`src/rtl/seq_ser_tx_pkg.sv`:
```
// Shared types for the serializer feeding the serial sequence detector.
// State encodings match the detector's state constants; 2'd3 is unused and recovers to S_IDLE.
package seq_ser_tx_pkg;
  typedef enum logic [1:0] {
    S_IDLE  = 2'd0,
    S_SHIFT = 2'd1,
    S_GAP   = 2'd2
  } seq_state_e;

  localparam int GAP_CW = 4;
endpackage

```
`src/rtl/seq_bit_cnt.sv`:
```
// Loadable down-counter that saturates at zero; tc flags count==0.
module seq_bit_cnt #(
  parameter int CW = 3
) (
  input  logic          clk,
  input  logic          reset,
  input  logic          load,
  input  logic [CW-1:0] load_val,
  input  logic          en,
  output logic          tc
);
  logic [CW-1:0] cnt;

  always_ff @(posedge clk or posedge reset) begin
    if (reset)                 cnt <= '0;
    else if (load)             cnt <= load_val;
    else if (en && cnt != '0)  cnt <= cnt - CW'(1);
  end

  assign tc = (cnt == '0);
endmodule

```
`src/rtl/seq_ser_tx.sv`:
```
// Parallel-in/serial-out stage: takes W-bit words on valid/ready and shifts them out
// one bit per clock on x, resting at IDLE_BIT between words.
module seq_ser_tx
  import seq_ser_tx_pkg::*;
#(
  parameter int   W         = 8,
  parameter bit   MSB_FIRST = 1'b1,
  parameter logic IDLE_BIT  = 1'b0,
  parameter int   GAP       = 0
) (
  input  logic         clk,
  input  logic         reset,
  input  logic [W-1:0] din,
  input  logic         din_valid,
  output logic         din_ready,
  output logic         x,
  output logic         x_valid,
  output logic         busy,
  output logic         word_done
);
  localparam int               CW     = $clog2(W);
  localparam logic [CW-1:0]    BIT_LD = CW'(W-1);
  localparam logic [GAP_CW-1:0] GAP_LD = (GAP > 0) ? GAP_CW'(GAP-1) : '0;

  seq_state_e   state, state_n;
  logic [W-1:0] sreg, sreg_n;
  logic         x_n, xv_n, rdy;
  logic         bit_load, bit_en, bit_tc;
  logic         gap_load, gap_en, gap_tc;

  // sreg holds only the bits not yet on x; the head bit goes straight to x on load
  logic         din_head, sreg_head;
  logic [W-1:0] din_rest, sreg_rest;
  assign din_head  = MSB_FIRST ? din[W-1]  : din[0];
  assign sreg_head = MSB_FIRST ? sreg[W-1] : sreg[0];
  assign din_rest  = MSB_FIRST ? {din[W-2:0], 1'b0}  : {1'b0, din[W-1:1]};
  assign sreg_rest = MSB_FIRST ? {sreg[W-2:0], 1'b0} : {1'b0, sreg[W-1:1]};

  seq_bit_cnt #(.CW(CW)) u_bit_cnt (
    .clk(clk), .reset(reset), .load(bit_load), .load_val(BIT_LD), .en(bit_en), .tc(bit_tc)
  );

  seq_bit_cnt #(.CW(GAP_CW)) u_gap_cnt (
    .clk(clk), .reset(reset), .load(gap_load), .load_val(GAP_LD), .en(gap_en), .tc(gap_tc)
  );

  always_ff @(posedge clk or posedge reset) begin
    if (reset) state <= S_IDLE;
    else       state <= state_n;
  end

  always_comb begin
    state_n  = state;
    sreg_n   = sreg;
    x_n      = IDLE_BIT;
    xv_n     = 1'b0;
    rdy      = 1'b0;
    bit_load = 1'b0;
    bit_en   = 1'b0;
    gap_load = 1'b0;
    gap_en   = 1'b0;
    case (state)
      S_IDLE: rdy = 1'b1;
      S_SHIFT: begin
        if (!bit_tc) begin
          x_n    = sreg_head;
          xv_n   = 1'b1;
          sreg_n = sreg_rest;
          bit_en = 1'b1;
        end else if (GAP == 0) begin
          rdy     = 1'b1;
          state_n = S_IDLE;
        end else begin
          state_n  = S_GAP;
          gap_load = 1'b1;
        end
      end
      S_GAP: begin
        gap_en = 1'b1;
        if (gap_tc) state_n = S_IDLE;
      end
      default: state_n = S_IDLE;
    endcase
    // an accepted word overrides whatever the state chose, giving back-to-back words when GAP==0
    if (rdy && din_valid) begin
      state_n  = S_SHIFT;
      sreg_n   = din_rest;
      x_n      = din_head;
      xv_n     = 1'b1;
      bit_load = 1'b1;
      gap_load = 1'b0;
    end
  end

  always_ff @(posedge clk or posedge reset) begin
    if (reset) begin
      sreg    <= '0;
      x       <= IDLE_BIT;
      x_valid <= 1'b0;
      busy    <= 1'b0;
    end else begin
      sreg    <= sreg_n;
      x       <= x_n;
      x_valid <= xv_n;
      busy    <= (state_n != S_IDLE);
    end
  end

  assign din_ready = rdy & ~reset;
  // state and count are both registered, so this lines up with the last bit on x
  assign word_done = (state == S_SHIFT) && bit_tc;
endmodule
```
`config.mk`:
```
export PLATFORM = sky130hd
export DESIGN_NAME = seq_ser_tx
export DESIGN_NICKNAME = d
export VERILOG_FILES = /design/src/rtl/seq_ser_tx_pkg.sv /design/src/rtl/seq_bit_cnt.sv /design/src/rtl/seq_ser_tx.sv
export SDC_FILE = /design/constraint.sdc
export NUM_CORES = 1
export LEC_CHECK = 0
export BUFFER_PORTS_ARGS = -buffer_cell sky130_fd_sc_hd__buf_2
export CORE_MARGIN = 3
export CORE_UTILIZATION = 45
export CTS_CLUSTER_DIAMETER = 150
export DETAILED_ROUTE_END_ITERATION = 6
export PLACE_DENSITY_LB_ADDON = 0.2
export SETUP_SLACK_MARGIN = 0.15
export SYNTH_ARGS = -nofsm -noshare
export SYNTH_HDL_FRONTEND = slang
export SYNTH_HIERARCHICAL = 1
export SYNTH_SLANG_ARGS = --single-unit
```
`constraint.sdc`:
```
create_clock -name clk -period 4.1 [get_ports clk]
set_clock_uncertainty 0.1 [all_clocks]
set_input_delay 0 -clock clk [delete_from_list [all_inputs] [get_ports clk]]
set_output_delay 0 -clock clk [all_outputs]
set_load 0.05 [all_outputs]
```
==> metrics.md, run 1 <==
| Metric | Value |
|---|---|
| Outcome | `complete, no violations` |
| Max Cap Violations | `0` |
| Maximum fanout along the worst path | `17` |
| Worst-case clock buffer depth | `2` |
| Initial core utilization | `0.496` |
| Nets@finish | `137` |
| Clock sink total | `19` |
| Die X-Extent | `53.5 um` |
| Final setup violation count | `0` |
| Worst Hold Class | `input port to async pin` |
| Maximum VDD drop | `479 uV` |
| Worst stage delay on the critical path | `570 ps` |
| DP Cell Count | `135` |
| Worst slew pin tran | `655 ps` |
| Fillcell total | `187` |
| Syn Std Cell Area | `1010 um^2` |
| Setup Fix Bufs, Post-CTS | `0` |
| Hpwl dp | `1340 um` |
| Final RePlAce weighted congestion | `0.774` |
| WHS | `20.0 ps` |
| Setup ws final | `1680 ps` |
| Resized Gates After CTS | `0` |
| # H-tree levels | `1` |
| Dominant cell type by area after synthesis | `dfrtp_1` |
| Final worst-path cycle share | `0.591` |
| Pwr Total | `0.000812 W` |
| CP arrival | `2510 ps` |
| Die height | `53.5 um` |
| Slew Viols, Final | `0` |
| DR vias/cell | `4.99` |
| Fin. Hold Viols | `0` |
| First-pass GRT wire length | `3220 um` |
| Non-Filler Instances | `149` |
| Initial antenna violation count | `0` |
| Ant. Diodes | `0` |
| Number of distinct library cells after synthesis | `31` |
| Clock root cell | `clkbuf_4` |
| Core area | `2040 um^2` |
| Pwr/cell area | `645 nW/um^2` |
| Sequential-to-total area share from yosys stat | `0.469` |
| Cell mode on critical path | `ha_1` |
| Yosys warns | `6` |
| Row count | `16` |
| Vias in the first global route | `706` |
| Mapped Cells | `89` |
| Layout area overhead | `24.3%` |
| # DRC | `0` |
| Number of routed nets with antenna violations | `0` |
| Port bufs | `15` |
| Setup TNS | `0 ps` |
| GR Overflow Total | `0` |
| Top-area cell type share of the netlist area | `0.469` |
| Average wire per standard cell | `12.4 um` |
| Yosys reg bits | `19` |
| Worst path slowest cell | `nor3b_4` |
| Starting DRT DRC Count | `3` |
| Layout cells sized above 1 | `0.254` |
| Pleak | `0.591 nW` |
| CP Capture Type | `flop` |
| Period minus WS final | `2420 ps` |
| Detailed-route wire length | `1840 um` |
| Vias | `744` |
| CTS buffer count | `3` |
| CP required | `4190 ps` |
| Largest net degree at the start of global routing | `18` |
| Hold Buf Count CTS | `10` |
| Clock Pin Slew Worst Setup and Hold Paths | `120 ps` |
| Max-slew headroom | `0.563` |
| Setup crit start kind | `flop` |
| All-Layer GR Usage | `0.159` |
| Latest clock arrival within the worst-skew pair | `300 ps` |
| Drt pass-1 iters | `3` |
| Crit Path Class | `flop to flop` |
| Full die area | `2860 um^2` |
| Synth top area cells | `dfrtp_1, a221o_1, mux2_1` |
| CTS tree | `yes` |
| Fmax | `413 MHz` |
| # IOs | `16` |
| Mean Syn Cell Area | `11.4 um^2` |
| CP Cell Sequence | `inv_1, ha_1, ha_1, nor2b_2, nor3b_4, and2b_4, a221o_1` |
| Worst slack, placed | `1660 ps` |
| RSZ-0062 raised after global routing | `no` |
final timing paths:
path,start,end,slack [ps],cells after the start
max,u_bit_cnt/cnt[0]$_DFFE_PP0P_,u_bit_cnt/cnt[0]$_DFFE_PP0P_,1680,7
min,reset,u_bit_cnt/cnt[1]$_DFFE_PP0P_,20,3
max reg2reg,u_bit_cnt/cnt[0]$_DFFE_PP0P_,u_bit_cnt/cnt[0]$_DFFE_PP0P_,1680,7
min reg2reg,sreg[1]$_DFFE_PP0P_,sreg[1]$_DFFE_PP0P_,420,1
max in group asynchronous,reset,state[1]$_DFF_PP0_,3430,3
min in group clk,din[5],sreg[6]$_DFFE_PP0P_,350,3
sequential cells by signal (all words and copies together), names as in the netlist:
register,cells
state,2
x_valid,1
u_gap_cnt/cnt,4
u_bit_cnt/cnt,3
x,1
busy,1
sreg,7
area by class of cell:
type                            instances  area, um^2  area share
Multi-Input combinational cell         62         500       0.397
Tap cell                               27        33.8      0.0268
Clock inverter                          1        7.51     0.00596
Inverter                               12        45.0      0.0357
Clock buffer                            3        22.5      0.0179
Timing Repair Buffer                   25         175       0.139
Sequential cell                        19         475       0.377
per-stage QoR:
stage	util	area (um^2)
after floorplan	-	1040
after global placement	0.553	1130
after detailed placement	0.553	1130
after CTS	0.617	1260
after global routing	0.617	1260
final	0.617	1260
routing by layer:
layer	global-route usage	routed length [um]	vias to the layer above
met4	0.0255	7	0
met5	0	0	-
li1	-	-	380
met2	0.251	843	14
met3	0.0563	89	2
met1	0.211	903	348
synth_stat cells:
cell / instances
and2_1: 2
nor2b_1: 2
nor2b_2: 1
a221o_1: 6
a31o_1: 1
dfrtp_1: 19
ha_1: 3
and3_4: 1
mux2_1: 4
nor3_1: 3
o31a_1: 1
inv_2: 1
nor2_1: 1
buf_6: 1
nand2_1: 3
nand2b_1: 3
o21ai_1: 3
nor4b_1: 3
and2b_4: 1
nor4b_2: 1
clkbuf_1: 1
or3b_4: 1
conb_1: 2
inv_1: 11
nor3b_4: 2
nor3b_1: 1
and3_1: 1
mux2_2: 4
and4b_1: 1
a22o_1: 2
a21oi_1: 3
cell families after synthesis:
logic type | count (synthesis) | share of synthesized area
and+or+nand+nor | 27 | 0.215
DFF | 19 | 0.469
AOI/OAI and AO/OA | 16 | 0.123
buffers and inverters | 14 | 0.0593
muxes | 8 | 0.0889
adders and majority gates | 3 | 0.0370
other | 2 | 0.00741
report_power, final:
group / internal, W / switching (W) / leakage (nW) / total, W
Clock: 0.0000372 / 0.0000618 / 0.0139 / 0.0000990
Combinational: 0.000195 / 0.000235 / 0.348 / 0.000430
Sequential: 0.000253 / 0.0000301 / 0.229 / 0.000284
Total: 0.000486 / 0.000327 / 0.591 / 0.000812
critical path: cells and delay by family (launching register included):
kind | cells | cell delay [ps]
and+or+nand+nor | 3 | 950
adders and majority gates | 2 | 460
DFF | 1 | 410
AOI/OAI and AO/OA | 1 | 320
buffers and inverters | 1 | 60
placed cells by master (no fill, tap or decap), types with 4 or more instances in the layout:
master | netlist | routed
conb_1 | 2 | 8
dfrtp_1 | 19 | 19
a221o_1 | 6 | 6
mux2_1 | 4 | 4
mux2_2 | 4 | 4
buf_2 | 0 | 15
dlygate4sd3_1 | 0 | 10
inv_1 | 11 | 11
Power figures use the tool's default switching activity.
==> inputs of run 2 (changes only) <==
==> constraint.sdc (replaced) <==
create_clock -name clk -period 2.3 [get_ports clk]
set_clock_uncertainty 0.1 [all_clocks]
set_input_delay 0 -clock clk [delete_from_list [all_inputs] [get_ports clk]]
set_output_delay 0 -clock clk [all_outputs]
set_load 0.05 [all_outputs]
==> run 2 against run 1 <==
Clock power rose by 77%. Global-route usage rose by 1.7 points. Non-clock buffer count rose by 5. Sequential power rose by 80%. Cell count rose by 3.4%. Flip-flop and latch count did not move. Combinational power rose by 110%. Sequential share of layout area fell by 1.3 points. Register-to-register slack got worse by 1400 ps. Critical path type unchanged. Critical endpoint is now sreg[5]$_DFFE_PP0P_. Largest cell class unchanged.
==> metrics.md, run 2 (synthesized netlist as in run 1, its figures left out) <==
| Metric | Value |
|---|---|
| GRT busiest layer | `met2` |
| R2R Setup Slk | `250 ps` |
| Final RePlAce weighted congestion | `0.831` |
| Fmax | `487 MHz` |
| Worst path bufs/invs | `2` |
| Pleak | `0.618 nW` |
| Worst slew pin tran | `532 ps` |
| Port bufs | `15` |
| Fin. Hold Viols | `0` |
| Final worst-path cycle share | `0.893` |
| Clock root cell | `clkbuf_4` |
| Slew Viols, Final | `0` |
| Met1 usage | `0.225` |
| Detailed-route wire length | `2180 um` |
| Worst Hold Class | `input port to async pin` |
| Final setup violation count | `0` |
| Period minus WS final | `2050 ps` |
| CP arrival | `2150 ps` |
| Area of the multi-input gates | `513 um^2` |
| Maximum VDD drop | `662 uV` |
| First-pass GRT wire length | `3500 um` |
| Biggest register | `sreg` |
| Max Cap Violations | `0` |
| Biggest regs | `sreg (7), u_gap_cnt/cnt (4), u_bit_cnt/cnt (3)` |
| CP required | `2400 ps` |
| Clock sink total | `19` |
| Layout cells sized above 1 | `0.283` |
| Max FFs per register | `7` |
| Pwr Total | `0.00158 W` |
| Most frequent cells in the layout | `dfrtp_1, buf_2, inv_1, dlygate4sd3_1, conb_1` |
| Clock Pin Slew Worst Setup and Hold Paths | `110 ps` |
| Worst stage delay on the critical path | `390 ps` |
| Initial antenna violation count | `0` |
| Delay-heaviest family, CP | `multiplexers` |
| Max-slew headroom | `0.643` |
| Final Util | `0.640` |
| Number of routed nets with antenna violations | `0` |
| Drt pass-1 iters | `4` |
| Fillcell total | `184` |
| Maximum fanout along the worst path | `9` |
| Worst-case clock buffer depth | `2` |
| Grt met2 use | `0.278` |
| Largest net degree at the start of global routing | `13` |
| Die X-Extent | `53.5 um` |
| Latest clock arrival within the worst-skew pair | `300 ps` |
| Starting DRT DRC Count | `18` |
| Vias in the first global route | `783` |
| # DRC | `0` |
| Vias | `799` |
| # H-tree levels | `1` |
| CTS tree | `yes` |
| Setup crit start kind | `flop` |
| DP Area | `1140 um^2` |
| Average wire per standard cell | `14.2 um` |
| Ant. Diodes | `0` |
| GR Overflow Total | `0` |
| Die height | `53.5 um` |
| DR vias/cell | `5.19` |
| Outcome | `complete, no violations` |
| Sequential cell area | `475 um^2` |
| Row count | `16` |
| RSZ-0062 raised after global routing | `no` |
| Setup TNS | `0 ps` |
| CP Cell Sequence | `inv_1, ha_1, ha_4, nor3b_4, buf_4, mux2_1, mux2_2` |
| Met3 usage | `0.0282` |
| Crit Path Class | `flop to flop` |
| Full die area | `2860 um^2` |
| Worst path slowest cell | `dfrtp_1` |
| CP Capture Type | `flop` |
| Layout area overhead | `28.9%` |
| Core area | `2040 um^2` |
| Nets@finish | `142` |
| Hpwl dp | `1430 um` |
| # IOs | `16` |
| Initial core utilization | `0.496` |
| Final instance area | `1310 um^2` |
| Pwr/cell area | `1210 nW/um^2` |
| Most common cell after layout, fill and taps aside | `dfrtp_1` |
| CTS buffer count | `3` |
| All-Layer GR Usage | `0.176` |
[run 2: path summary, 6_finish.rpt]
path,start,to,cells after the start
max in group asynchronous,reset,state[0]$_DFF_PP0_,3
setup reg to reg,u_bit_cnt/cnt[0]$_DFFE_PP0P_,sreg[5]$_DFFE_PP0P_,7
hold reg to reg,sreg[1]$_DFFE_PP0P_,sreg[1]$_DFFE_PP0P_,1
setup / recovery,u_bit_cnt/cnt[0]$_DFFE_PP0P_,sreg[5]$_DFFE_PP0P_,7
hold / removal,reset,u_bit_cnt/cnt[0]$_DFFE_PP0P_,3
min in group clk,din[7],x$_DFF_PP0_,3
[run 2: through the flow]
step                setup slack (ps)  cells  hold slack (ps)
finish                           245    154             28.2
global route                     155    154             21.3
CTS                              234    154             20.4
detailed placement              45.2    137             -193
global placement                 197    137             -188
floorplan                        155     95             -346
[run 2: what timing repair did]
action / CTS / global route
cloned: 0 / 0
pin swaps: 2 / 0
endpoints found under the hold margin: 29 / 0
setup buffers: 3 / 0
setup endpoints to repair: 5 / 7
resized for setup: 1 / 1
hold buffers: 10 / 0
[run 2: area by class of cell]
class	count	share of cell area
sequential	19	0.364
timing repair buffer	30	0.163
tap	27	0.0259
multi-input combinational	62	0.393
inverter	12	0.0345
clock buffer	4	0.0201
[run 2: worst register-to-register path, stage by stage, from the launching register on]
cell and delay [ps]:
dfrtp_1 390, inv_1 60, ha_1 230, ha_4 200, nor3b_4 180, buf_4 190
mux2_1 340, mux2_2 270
[run 2: power by group]
group	internal (W)	total (W)	switching, W
Clock	0.0000677	0.000175	0.000107
Sequential	0.000452	0.000512	0.0000598
Combinational	0.000430	0.000890	0.000460
Total	0.000950	0.00158	0.000626
[run 2: metal layers]
metal,vias to the layer above,wire length (um)
met3,7,97
met5,-,0
met4,0,60
li1,387,-
met1,383,1000
met2,22,1020
